`config.mk`:
```
export PLATFORM = sky130hd
export DESIGN_NAME = push_clk_sel_ctrl_flat
export DESIGN_NICKNAME = d
export VERILOG_FILES = /design/src/rtl/push_clk_sel_ctrl_if.sv /design/src/rtl/push_clk_sel_ctrl.sv /design/src/flat_wrapper.sv
export SDC_FILE = /design/constraint.sdc
export NUM_CORES = 1
export LEC_CHECK = 0
export BUFFER_PORTS_ARGS = -buffer_cell sky130_fd_sc_hd__buf_2
export CAP_MARGIN = 10
export CORE_ASPECT_RATIO = 1.1
export CORE_MARGIN = 2
export CORE_UTILIZATION = 50
export CTS_BUF_LIST = sky130_fd_sc_hd__clkbuf_8
export DETAILED_ROUTE_END_ITERATION = 12
export HOLD_SLACK_MARGIN = 0.12
export PLACE_DENSITY = 0.75
export SYNTH_ARGS = -nofsm -noshare
export SYNTH_HDL_FRONTEND = slang
export SYNTH_SLANG_ARGS = --single-unit
```
`constraint.sdc`:
```
create_clock -name clk -period 2.6 [get_ports clk]
set_input_delay 0.78 -clock clk [delete_from_list [all_inputs] [get_ports clk]]
set_output_delay 0.78 -clock clk [all_outputs]
set_load 0.02 [all_outputs]
```
`src/rtl/push_clk_sel_ctrl_if.sv`:
```
// rtl/push_clk_sel_ctrl_if.sv - event inputs and display-mux select outputs of push_clk_sel_ctrl
interface push_clk_sel_ctrl_if;
  logic       push_evt;
  logic       blank_btn;
  logic       tick;
  logic       rw1;
  logic       rw0;
  logic       en;
  logic [1:0] view;
  logic [7:0] hold_rem;

  modport master (
    output push_evt, blank_btn, tick,
    input  rw1, rw0, en, view, hold_rem
  );

  modport slave (
    input  push_evt, blank_btn, tick,
    output rw1, rw0, en, view, hold_rem
  );
endinterface

```
`src/rtl/push_clk_sel_ctrl.sv`:
```
// rtl/push_clk_sel_ctrl.sv - display-mux select FSM: clock view, blanking, timed push-count view
module push_clk_sel_ctrl #(
  parameter int HOLD_TICKS = 8
) (
  input logic              clk,
  input logic              rst_n,
  push_clk_sel_ctrl_if.slave bus
);

  typedef enum logic [1:0] {
    GAP   = 2'b00,
    CLK   = 2'b01,
    PUSH  = 2'b10,
    BLANK = 2'b11
  } state_t;

  localparam logic [7:0] HOLD_LOAD = (HOLD_TICKS == 0) ? 8'd1 : 8'(HOLD_TICKS);

  state_t     state, state_nxt;
  state_t     tgt, tgt_nxt;
  logic       ret_blank, ret_blank_nxt;
  logic [7:0] hold_cnt, hold_nxt;

  always_ff @(posedge clk) begin
    if (!rst_n) begin
      state        <= GAP;
      tgt          <= CLK;
      ret_blank    <= 1'b0;
      hold_cnt     <= 8'd0;
      bus.rw1      <= 1'b0;
      bus.rw0      <= 1'b0;
      bus.en       <= 1'b0;
      bus.view     <= 2'b00;
      bus.hold_rem <= 8'd0;
    end else begin
      state        <= state_nxt;
      tgt          <= tgt_nxt;
      ret_blank    <= ret_blank_nxt;
      hold_cnt     <= hold_nxt;
      // Outputs are registered from the next state so they line up with it.
      bus.rw1      <= (state_nxt == PUSH);
      bus.rw0      <= (state_nxt == CLK) || (state_nxt == BLANK);
      bus.en       <= (state_nxt == CLK);
      bus.view     <= state_nxt;
      bus.hold_rem <= (state_nxt == PUSH) ? hold_nxt : 8'd0;
    end
  end

  always_comb begin
    state_nxt     = state;
    tgt_nxt       = tgt;
    ret_blank_nxt = ret_blank;
    hold_nxt      = hold_cnt;
    case (state)
      CLK: begin
        if (bus.push_evt) begin
          state_nxt     = GAP;
          tgt_nxt       = PUSH;
          ret_blank_nxt = 1'b0;
        end else if (bus.blank_btn) begin
          state_nxt = BLANK;
        end
      end
      BLANK: begin
        if (bus.push_evt) begin
          state_nxt     = GAP;
          tgt_nxt       = PUSH;
          ret_blank_nxt = 1'b1;
        end else if (bus.blank_btn) begin
          state_nxt = CLK;
        end
      end
      PUSH: begin
        if (bus.blank_btn) ret_blank_nxt = ~ret_blank;
        if (bus.push_evt) begin
          hold_nxt = HOLD_LOAD;
        end else if (bus.tick) begin
          if (hold_cnt > 8'd1) begin
            hold_nxt = hold_cnt - 8'd1;
          end else begin
            // Expiry honours a blank toggle arriving on the same cycle.
            state_nxt = GAP;
            tgt_nxt   = ret_blank_nxt ? BLANK : CLK;
            hold_nxt  = 8'd0;
          end
        end
      end
      GAP: begin
        if (bus.blank_btn) ret_blank_nxt = ~ret_blank;
        if (bus.push_evt) begin
          tgt_nxt = PUSH;
        end else if (bus.blank_btn && (tgt != PUSH)) begin
          tgt_nxt = ret_blank_nxt ? BLANK : CLK;
        end
        state_nxt = tgt_nxt;
        hold_nxt  = (tgt_nxt == PUSH) ? HOLD_LOAD : 8'd0;
      end
      default: state_nxt = GAP;
    endcase
  end

endmodule

```
`src/flat_wrapper.sv`:
```
// flat-port wrapper written by rule: the top's interface ports become plain ports
module push_clk_sel_ctrl_flat 
#(
  parameter int HOLD_TICKS = 8
)
  (clk, rst_n, bus_push_evt, bus_blank_btn, bus_tick, bus_rw1, bus_rw0, bus_en, bus_view, bus_hold_rem);
  push_clk_sel_ctrl_if bus_i ();
  input logic clk;
  input logic rst_n;
  input wire logic [$bits(bus_i.push_evt)-1:0] bus_push_evt;
  input wire logic [$bits(bus_i.blank_btn)-1:0] bus_blank_btn;
  input wire logic [$bits(bus_i.tick)-1:0] bus_tick;
  output wire logic [$bits(bus_i.rw1)-1:0] bus_rw1;
  output wire logic [$bits(bus_i.rw0)-1:0] bus_rw0;
  output wire logic [$bits(bus_i.en)-1:0] bus_en;
  output wire logic [$bits(bus_i.view)-1:0] bus_view;
  output wire logic [$bits(bus_i.hold_rem)-1:0] bus_hold_rem;
  assign bus_i.push_evt = bus_push_evt;
  assign bus_i.blank_btn = bus_blank_btn;
  assign bus_i.tick = bus_tick;
  assign bus_rw1 = bus_i.rw1;
  assign bus_rw0 = bus_i.rw0;
  assign bus_en = bus_i.en;
  assign bus_view = bus_i.view;
  assign bus_hold_rem = bus_i.hold_rem;
  push_clk_sel_ctrl #(.HOLD_TICKS(HOLD_TICKS)) u_core (.clk(clk), .rst_n(rst_n), .bus(bus_i));
endmodule
```
==> results of run 1 <==
[through the flow]
step           area (um2)  utilization [%]  setup WS, ns
4_1_cts              1270             58.2         0.359
3_3_place_gp         1230             56.1         0.327
6_report             1270             58.2         0.348
3_5_place_dp         1230             56.1         0.245
5_1_grt              1270             58.2         0.197
2_1_floorplan        1130                -         0.306
[cell families (layout without fill, tap and decap cells)]
logic type,Yosys count,after routing,share of synthesized area [%]
adders and majority gates,2,2,2.21
DFF,23,23,40.7
and+or+nand+nor,49,49,25.5
buffers and inverters,19,32,6.85
AOI/OAI and AO/OA,35,35,21.5
xor gates and xnor gates,3,3,2.32
muxes,1,1,0.884
[where the power goes]
group | internal [W] | switching [W]
Sequential | 0.000375 | 0.0000171
Clock | 0.000105 | 0.000109
Combinational | 0.0000706 | 0.000112
[state kept, by name, summed over array words and instances, names as in the netlist]
register             flops
u_core.tgt               2
u_core.bus.en            1
u_core.ret_blank         1
u_core.bus.view          1
u_core.bus.rw0           1
u_core.hold_cnt          8
u_core.bus.rw1           1
u_core.bus.hold_rem      8
[synthesized netlist by cell type, types with 2 or more instances]
master    number
a21oi_1       10
a31oi_1        3
and2_1         4
and3_1         4
buf_2          2
clkbuf_1       6
dfxtp_1       23
ha_1           2
inv_1          9
nand2_1        4
nand2b_1       4
nor2_1        10
nor2b_1        6
nor3_1         3
nor3b_1        3
nor4b_1        2
o21ai_0        7
o221ai_1       2
o41ai_1        2
or4_1          2
xor2_1         3
[final cells by class]
class	count	area, um2	area share, %
Clock buffer	3	41.3	3.25
Clock inverter	1	3.75	0.295
Inverter	9	33.8	2.66
Multi-Input combinational cell	90	594	46.8
Sequential cell	23	460	36.2
Tap cell	30	37.5	2.95
Timing Repair Buffer	19	100	7.87
[per-layer routing]
layer  vias to the layer above  track usage, %  routed length [um]
li1                        497               -                   -
met1                       463            25.2                1050
met2                        39            34.9                1150
met3                         7            2.22                 131
met4                         0            8.80                  44
met5                         -               0                   0
[critical path, stage by stage (launching register included)]
cell and delay, ns:
dfxtp_1 0.39, or4_1 0.66, or4_1 0.57, o2111ai_2 0.42
nor2b_1 0.09
[worst max-delay path by stage]
stage                                        endpoint  slack, ns  depth (start not counted)
detailed placement  u_core.bus.hold_rem[3]$_SDFF_PN0_       0.25                          5
global route        u_core.bus.hold_rem[5]$_SDFF_PN0_       0.20                          4
CTS                 u_core.bus.hold_rem[3]$_SDFF_PN0_       0.36                          4
floorplan                  u_core.tgt[1]$_SDFFE_PN0P_       0.31                          6
global placement    u_core.bus.hold_rem[6]$_SDFF_PN0_       0.33                          5
finish              u_core.bus.hold_rem[3]$_SDFF_PN0_       0.35                          4
==> results.cfg, run 1 <==
[power_and_ir_drop]
p_per_area_nw_per_um2 = 620
power.leakage_nw = 0.545
ir_worst_vdd_mv = 0.300
p_total_w = 0.000789

[logic_synthesis]
yosys_most_used_dff = dfxtp_1
syn_area_um2 = 1130
synth_area_per_cell_um2 = 8.58
synthTopCellsByArea = dfxtp_1 (41%), a21oi_1 (4.4%), nor2_1 (3.3%)
syn-instance-count = 132
ys_ff_latch = 23
synth_top_area_cell = dfxtp_1
yosysSeqAreaShare_pct = 40.7
synth_edf_count = 0
syn_nets = 139
async_flop_share_pct = 0
synth.distinct_cells = 42
yosysWarnings = 0
yosysTopAreaCellShare_pct = 40.7

[global_routing]
grt-ovfl-total = 0
grt_pass1_vias = 908
grt_start_max_net_pins = 20
antenna_found_initial = 0
grt_pass1_wl_mm = 4.03
grt_usage_pct = 19.9

[finish]
n_antenna_cell = 0
num-nets-final = 153
final_cells = 175
final_common_cell = dfxtp_1
area_delta_synth_final_pct = 12.3
drive_gt1_share_pct = 19.3
final_cell_mix = dfxtp_1 (23), buf_2 (17), inv_1 (10), nor2_1 (10), a21oi_1 (10)
nFillCells = 215

[route]
post_drt_wl_per_cell_um = 13.6
via_per_inst = 5.75
drt_iter0_markers = 21
dr.pass1.iters = 4
drc = 0
vias = 1006
ant_nets = 0
drt-total-wl_mm = 2.37

[worst_setup_path]
critical_path_class = register to register
cp-end-kind = register
r2r_setup_slack_ns = 0.35
start_kind = register
r2r_cells = 4
worstPathRequired_ns = 2.74
cp_max_fo = 8
r2r_end = u_core.bus.hold_rem[3]$_SDFF_PN0_
worstSetupStartpoint = u_core.hold_cnt[2]$_SDFF_PN0_
crit_arrival_ns = 2.40
r2r-start = u_core.hold_cnt[2]$_SDFF_PN0_

[sta]
maxSlewHeadroom_pct = 62.4
whs_ns = 0.508
slew_viol_final = 0
fin_skew_ns = 0.00243
fmax_mhz = 444
tightest_slew_ns = 0.562
hold_viol_final = 0
setup_tns_ns = 0
rsz0062_at_grt = no
setup_viol = 0
post-route-period-util_pct = 86.6
min_period_ns = 2.25

[clocking]
clock_latency_ns = 0.26
tritoncts = yes
clk_path_buf_depth = 2
clkTransAtPathRegs_ns = 0.08
clock_sinks = 23
cts.repair.resized = 0
htreeDepth = 1
numCtsBuffers = 3
ctsRootBufferMaster = clkbuf_8
cts_hold_buf = 0
post_cts_buffers = 0

[floorplan]
die_h_um = 53.9
die-width_um = 49.4
ios = 18
row_count = 18
start_util_pct = 51.8
die_area_um2 = 2660
core-area_um2 = 2180

[placed_design]
dp_hpwl_mm = 1.71
placedCellCount = 171
port-buffer-count = 17
gp_congestion = 0.876

[worst_hold_path]
hp-start = u_core.ret_blank$_SDFFE_PN0P_
hold_path_class = register to register
min_to = u_core.ret_blank$_SDFFE_PN0P_
hold_depth = 2

[flow_run]
drv_cap = 0

[status]
status = complete, no violations
Note: power is estimated with default switching activity, not from simulation.
==> inputs of run 2 (changes only) <==
CORE_ASPECT_RATIO = not set   (was 1.1)
RECOVER_POWER = 50   (was not set)
==> run 2 against run 1 <==
Non-clock buffer count unchanged; clock-buffer cell count did not move; hold slack improved by 0.0013 ns; register-to-register slack got worse by 0.02 ns; critical path depth unchanged; cell count fell by 1.1%; final area down 1.9%; critical path type unchanged; largest cell class unchanged.
==> results.cfg, run 2 (synthesis results as in run 1) <==
[status]
status = complete, no violations

[sta]
rsz0062_at_grt = no
maxSlewHeadroom_pct = 57.7
min_period_ns = 2.27
post-route-period-util_pct = 87.4
tightest_slew_ns = 0.628
setup_viol = 0
slew_viol_final = 0
fmax_mhz = 440
fin_skew_ns = 0.00169
hold_viol_final = 0
setup_tns_ns = 0

[worst_hold_path]
hold_depth = 2
min_to = u_core.ret_blank$_SDFFE_PN0P_
hold_path_class = register to register
hp-start = u_core.ret_blank$_SDFFE_PN0P_

[finish]
final_common_cell = dfxtp_1
final_cell_mix = dfxtp_1 (23), clkbuf_1 (14), nor2_1 (10), a21oi_1 (10), inv_1 (9)
area_delta_synth_final_pct = 10.2
final_cells = 173
n_antenna_cell = 0
num-nets-final = 153
drive_gt1_share_pct = 10.3
reg_top3 = u_core.bus.hold_rem: 8 flops, u_core.hold_cnt: 8 flops, u_core.tgt: 2 flops

[worst_setup_path]
r2r-start = u_core.hold_cnt[2]$_SDFF_PN0_
cp-end-kind = register
cp_max_fo = 8
critical_path_class = register to register
r2r_setup_slack_ns = 0.33
r2r_cells = 4
worstPathRequired_ns = 2.74
r2r_end = u_core.bus.hold_rem[6]$_SDFF_PN0_
crit_arrival_ns = 2.41
start_kind = register

[route]
drt-total-wl_mm = 2.53
post_drt_wl_per_cell_um = 14.6
drt_iter0_markers = 57
ant_nets = 0
dr.pass1.iters = 4
drc = 0
vias = 1033
via_per_inst = 5.97

[clocking]
numCtsBuffers = 3
ctsRootBufferMaster = clkbuf_8
clk_path_buf_depth = 2
cts.repair.resized = 0
cts_hold_buf = 0
post_cts_buffers = 0
clock_sinks = 23
clock_latency_ns = 0.26
clkTransAtPathRegs_ns = 0.08
tritoncts = yes
htreeDepth = 1

[floorplan]
core-area_um2 = 2170
row_count = 17
die-width_um = 51.6
die_h_um = 51.6
die_area_um2 = 2660
ios = 18
start_util_pct = 52.2

[global_routing]
grt_start_max_net_pins = 15
grt_pass1_wl_mm = 4.20
grt.busiest_layer = met2
use_met1_pct = 29.1
grt_util_met3_pct = 3.45
grt_usage_pct = 21.0
grt_use_met2_pct = 31.2
grt_pass1_vias = 892
antenna_found_initial = 0
grt-ovfl-total = 0

[power_and_ir_drop]
p_per_area_nw_per_um2 = 634
ir_worst_vdd_mv = 0.340
p_comb_share_pct = 22.3
power.leakage_nw = 0.485
switching_share_pct = 31.0
seq_power_share_pct = 50.2
p_switching_w = 0.000245
power.internal_w = 0.000546
pwr-share-clk_pct = 27.5

[placed_design]
placedCellCount = 169
port-buffer-count = 17
gp_congestion = 0.867
dp_hpwl_mm = 1.76

[flow_run]
drv_cap = 0
run 2: cell count changes in the layout (fill, tap and decap cells not counted):
| cell | delta |
|---|---|
| buf_4 | -2 |
| inv_1 | -1 |
| clkinv_2 | +1 |
| buf_2 | -12 |
| clkbuf_1 | +14 |
run 2: layout make-up:
type	count	area, um2
inverters	9	33.8
clock buffers	3	41.3
well taps	28	35.0
clock inverters	1	5.00
repair buffers	19	77.6
flip-flops and latches	23	460
multi-input cells	90	594
fillers	224	922
run 2: how the worst max path moves through the flow:
stage                             startpoint                                end  slack (ns)  cells after the start
2_1_floorplan                       bus_tick         u_core.tgt[1]$_SDFFE_PN0P_        0.31                      6
4_1_cts        u_core.hold_cnt[2]$_SDFF_PN0_  u_core.bus.hold_rem[6]$_SDFF_PN0_        0.33                      4
3_3_place_gp                        bus_tick  u_core.bus.hold_rem[0]$_SDFF_PN0_        0.31                      5
6_report       u_core.hold_cnt[2]$_SDFF_PN0_  u_core.bus.hold_rem[6]$_SDFF_PN0_        0.33                      4
3_5_place_dp                        bus_tick  u_core.bus.hold_rem[6]$_SDFF_PN0_        0.24                      5
5_1_grt        u_core.hold_cnt[2]$_SDFF_PN0_  u_core.bus.hold_rem[6]$_SDFF_PN0_        0.22                      4
run 2: worst max-delay path, stage by stage (launching register included):
cell and delay (ns):
dfxtp_1 0.39, or4_1 0.67, or4_1 0.57, o2111ai_2 0.42, nor2_1 0.10
run 2: routing by layer:
layer / wire length [um] / vias to the layer above
li1: - / 501
met1: 1140 / 470
met2: 1120 / 53
met3: 198 / 9
met4: 68 / 0
met5: 0 / -
run 2: power by group through the flow:
stage / clock [W] / combinational (W) / sequential (W)
2_1_floorplan: 0 / 0.000126 / 0.000412
3_5_place_dp: 0 / 0.000179 / 0.000404
4_1_cts: 0.000223 / 0.000181 / 0.000396
5_1_grt: 0.000236 / 0.000194 / 0.000400
6_report: 0.000218 / 0.000177 / 0.000397
3_3_place_gp: 0 / 0.000175 / 0.000402
run 2: through the flow:
step / power, W / util [%] / instance area, um2 / hold WS [ns] / setup WS (ns)
floorplan: 0.000539 / - / 1130 / 0.474 / 0.306
global placement: 0.000577 / 56.4 / 1220 / 0.487 / 0.305
detailed placement: 0.000583 / 56.4 / 1220 / 0.495 / 0.240
CTS: 0.000800 / 58.5 / 1270 / 0.509 / 0.326
global route: 0.000831 / 57.5 / 1250 / 0.565 / 0.225
finish: 0.000791 / 57.5 / 1250 / 0.509 / 0.327
